--- src/rtl/counter_top.sv ---
// counter_top: start-triggered up-counter with one-cycle done strobe; `COUNTER_RESTART_EN enables restart outside IDLE
module counter_top #(
  parameter int CNT_WIDTH = 7
) (
  input  logic                 clk,
  input  logic                 rst,
  input  logic                 start_i,
  input  logic [CNT_WIDTH-1:0] cnt_val_i,
  output logic [CNT_WIDTH-1:0] cnt_o,
  output logic                 done_o
);
  typedef enum logic [1:0] {IDLE, RUN, DONE} state_t;
  state_t state, nxt;
  logic [CNT_WIDTH-1:0] target, tgt_nxt, cnt_nxt;
  logic take;
`ifdef COUNTER_RESTART_EN
  assign take = start_i;
`else
  assign take = start_i && state == IDLE;
`endif
  // next state, count and target; an accepted start overrides the normal flow
  always_comb begin
    nxt = state;
    tgt_nxt = target;
    cnt_nxt = cnt_o;
    case (state)
      IDLE: cnt_nxt = '0;
      RUN: begin
        cnt_nxt = cnt_o + 1'b1;
        nxt = cnt_o == target - 1'b1 ? DONE : RUN;
      end
      DONE: begin
        nxt = IDLE;
        cnt_nxt = '0;
      end
      default: begin
        nxt = IDLE;
        cnt_nxt = '0;
      end
    endcase
    if (take) begin
      cnt_nxt = '0;
      nxt = |cnt_val_i ? RUN : DONE;
      tgt_nxt = |cnt_val_i ? cnt_val_i : target;
    end
  end
  // state, count and target registers; done is registered from the next state
  always_ff @(posedge clk or posedge rst) begin
    if (rst) begin
      state <= IDLE;
      target <= '0;
      cnt_o <= '0;
      done_o <= 1'b0;
    end else begin
      state <= nxt;
      target <= tgt_nxt;
      cnt_o <= cnt_nxt;
      done_o <= nxt == DONE;
    end
  end
endmodule

--- config.mk ---
export PLATFORM = sky130hd
export DESIGN_NAME = counter_top
export DESIGN_NICKNAME = d
export VERILOG_FILES = /design/src/rtl/counter_top.sv
export SDC_FILE = /design/constraint.sdc
export NUM_CORES = 1
export LEC_CHECK = 0
export CORE_UTILIZATION = 30
export DETAILED_ROUTE_END_ITERATION = 10
export PLACE_DENSITY = 0.63
export SYNTH_ARGS = -nofsm -noshare
export SYNTH_HDL_FRONTEND = slang
export SYNTH_SLANG_ARGS = --single-unit
--- constraint.sdc ---
create_clock -name clk -period 2.76 [get_ports clk]
set_input_delay 0.414 -clock clk [delete_from_list [all_inputs] [get_ports clk]]
set_output_delay 0.414 -clock clk [all_outputs]
set_load 0.02 [all_outputs]
==> impl_metrics.ini <==
[synth]
syn_inst = 94
synth_top_family_by_area = simple AND/OR/NAND/NOR gates
netlist.area_leader.share_pct = 44.6
syn_avg_cell_area_um2 = 10.1
ys_warn_count = 0
synth_area_leaders = dfrtp_1, xor2_1, mux2_2, xnor2_1, ha_1
synth_cell_type_count = 34
synth_compound_area_share_pct = 13.3
synthSimpleGateAreaFrac_pct = 17.5
syn_area_um2 = 953
synth_mux_area_share_pct = 5.77
yosysTopAreaCell = dfrtp_1
ys_seq_area_share_pct = 44.6
synth-seq-cells = 17
synth-xor-area-share_pct = 11.5
synthesis.nets = 106
synthAdderAreaFrac_pct = 2.62

[pwr]
p_leak_nw = 0.487
power.density_nw_per_um2 = 985
total_power_w = 0.00117
peakVddDrop_mv = 0.429

[global_route]
grt_pass1_wl_mm = 3.19
gr-total-overflow = 0
grt_use_total_pct = 12.8
use_met3_pct = 2.86
grt_busiest_layer = met2
grt_util_met2_pct = 20.9
grt_max_degree = 18
grt_use_met1_pct = 15.3
antenna_found_initial = 0
grt_pass1_vias = 729

[floorplanning]
chipHeight_um = 58.4
fp-row-count = 20
start_util_pct = 31.5
die_x_um = 58.4
ioPinCount = 18
core_area_um2 = 3030
dieArea_um2 = 3410

[critical_path]
crit_buf_inv = 0
crit_chain = or3_4 -> or4_1 -> a31o_1 -> a211oi_2 -> a22o_1
crit_path_max_fanout = 7
crit_type = register to register
cp.required_ps = 3000
critPathMaxStageDelay_ps = 500
cpLargestDelayFamily = simple AND/OR/NAND/NOR gates
crit_path_end_kind = register
worstPathArrival_ps = 2430
startpoint_type = register
slowest_stage = or4_1

[layout]
design_area_um2 = 1190
seqCellArea_um2 = 425
syn_to_final_growth_pct = 24.9
fin_nets = 125
multiInputGateArea_um2 = 483
nFillCells = 307
layout-drive-gt1-share_pct = 10.7
antenna_cells = 0

[place]
portBuffers = 17
place.gp.congestion = 0.774
place_area_um2 = 1160
dp_hpwl_mm = 1.51

[routing]
drtIter0Drc = 10
ant_nets = 0
vias_per_cell = 4.92
num_vias = 768
wirelength_mm = 1.98
drt_first_pass_iters = 4
post_drt_wl_per_cell_um = 12.7
route.detailed.drc = 0

[clock_network]
cts_resized = 0
cts_buffers = 3
ctsHoldBuffers = 0
clock_sinks = 17
post-cts-setup-buffer-count = 0
cts_tree = done
clockBufferDepth = 2
clkTransAtPathRegs_ps = 110
worstSkewPairLatency_ps = 300
htreeDepth = 1
cts-root-buf = clkbuf_4

[timing]
timing.final.crit_share_pct = 79.0
finalClockSkew_ps = 5.03
setup_viol = 0
final.setup.tns_ps = 0
rsz0062_at_grt = no
hold_viol = 0
clock.fmax_mhz = 458
max-slew-margin-rel_pct = 57.1
post-route-min-period_ps = 2180
slew_viol_final = 0
tightest_slew_ps = 642

[status]
status = finished, final reports clean

[run]
cap_violations = 0

[worst_hold_path]
hold_path.class = primary input to asynchronous set/reset pin
[layout by cell type, fill, tap and decap left out, drive strengths merged, types with 2 or more instances in the layout]
cell           synthesis  layout
a21oi                  3       3
o21ai                  5       5
nand2                  6       6
clkdlybuf4s50          0      17
xnor2                  3       3
or4                    2       2
xor2                   7       7
nor3                   2       2
ha                     2       2
clkbuf                 3       3
nand3                  3       3
mux2                   4       4
nand4                  2       2
nand2b                 2       2
a22o                   2       2
a211oi                 2       2
o211ai                 2       2
inv                    6       6
or3                    3       3
nor2                   6       6
dfrtp                 17      17
[cell families (layout without fill, tap and decap cells)]
family	Yosys count	in the layout
AND/OR/NAND/NOR	31	31
AO/OA/AOI/OAI	18	18
flip-flops	17	17
XOR/XNOR	11	11
buffers and inverters	10	28
multiplexers	5	5
adder cells (fa/ha/maj)	2	2
[worst register-to-register path: stages, from the launching register on]
cell and delay, ps:
dfrtp_1 480, or3_4 420, or4_1 500, a31o_1 230
a211oi_2 320, a22o_1 180
[sequential cells by signal, summed over array words and instances, names as in the netlist]
register  flops
done_o        1
cnt_o         7
state         2
target        7
[synthesized netlist by cell type]
cell type   n
dfrtp_1    17
xor2_1      7
inv_1       6
nand2_1     6
nor2_1      6
o21ai_0     5
mux2_2      4
a21oi_1     3
clkbuf_1    3
nand3_1     3
xnor2_1     3
a22o_1      2
ha_1        2
nand2b_1    2
nand4_1     2
nor3_1      2
o211ai_1    2
or3_1       2
or4_1       2
a211oi_1    1
a211oi_2    1
a31o_1      1
and2_1      1
and3_1      1
buf_6       1
mux2i_1     1
nor2b_1     1
nor3b_1     1
nor4_1      1
o21ba_2     1
o21bai_1    1
o31ai_1     1
or3_4       1
xnor3_1     1
[worst paths after layout]
kind / start / end / slack (ps) / cells after the start
worst max-delay path: target[2] / state[1] / 580 / 5
worst min-delay path: rst / cnt_o[6] / 480 / 2
worst max register to register: target[2] / state[1] / 580 / 5
worst min register to register: cnt_o[0] / cnt_o[0] / 540 / 1
max in group asynchronous: rst / target[4] / 1860 / 2
min in group clk: cnt_o[0] / cnt_o[0] / 540 / 1
[cell type report]
class	count	share of cell area (%)
inverter	6	1.89
timing repair buffer	18	14.9
tap	44	4.62
clock buffer	3	1.89
sequential	17	35.7
multi-input combinational	67	40.5
clock inverter	1	0.420
[per-layer routing]
layer,vias to the layer above,routed length (um)
li1,366,-
met1,385,901
met2,12,972
met3,5,54
met4,0,55
met5,-,0
[through the flow]
stage | setup slack, ps | util (%) | hold WS (ps) | instances
floorplan | 731 | - | 340 | 94
global placement | 445 | 38.4 | 521 | 152
detailed placement | 368 | 38.4 | 524 | 152
CTS | 578 | 39.3 | 527 | 156
global route | 481 | 39.3 | 569 | 156
finish | 578 | 39.3 | 483 | 156
[report_power, final]
| part | internal (W) | leakage [nW] | total (W) | switching [W] |
|---|---|---|---|---|
| Clock | 0.0000541 | 0.0177 | 0.000141 | 0.0000865 |
| Sequential | 0.000340 | 0.215 | 0.000464 | 0.000124 |
| Combinational | 0.000293 | 0.255 | 0.000568 | 0.000276 |
| Total | 0.000687 | 0.487 | 0.00117 | 0.000486 |
Power figures use the tool's default switching activity.
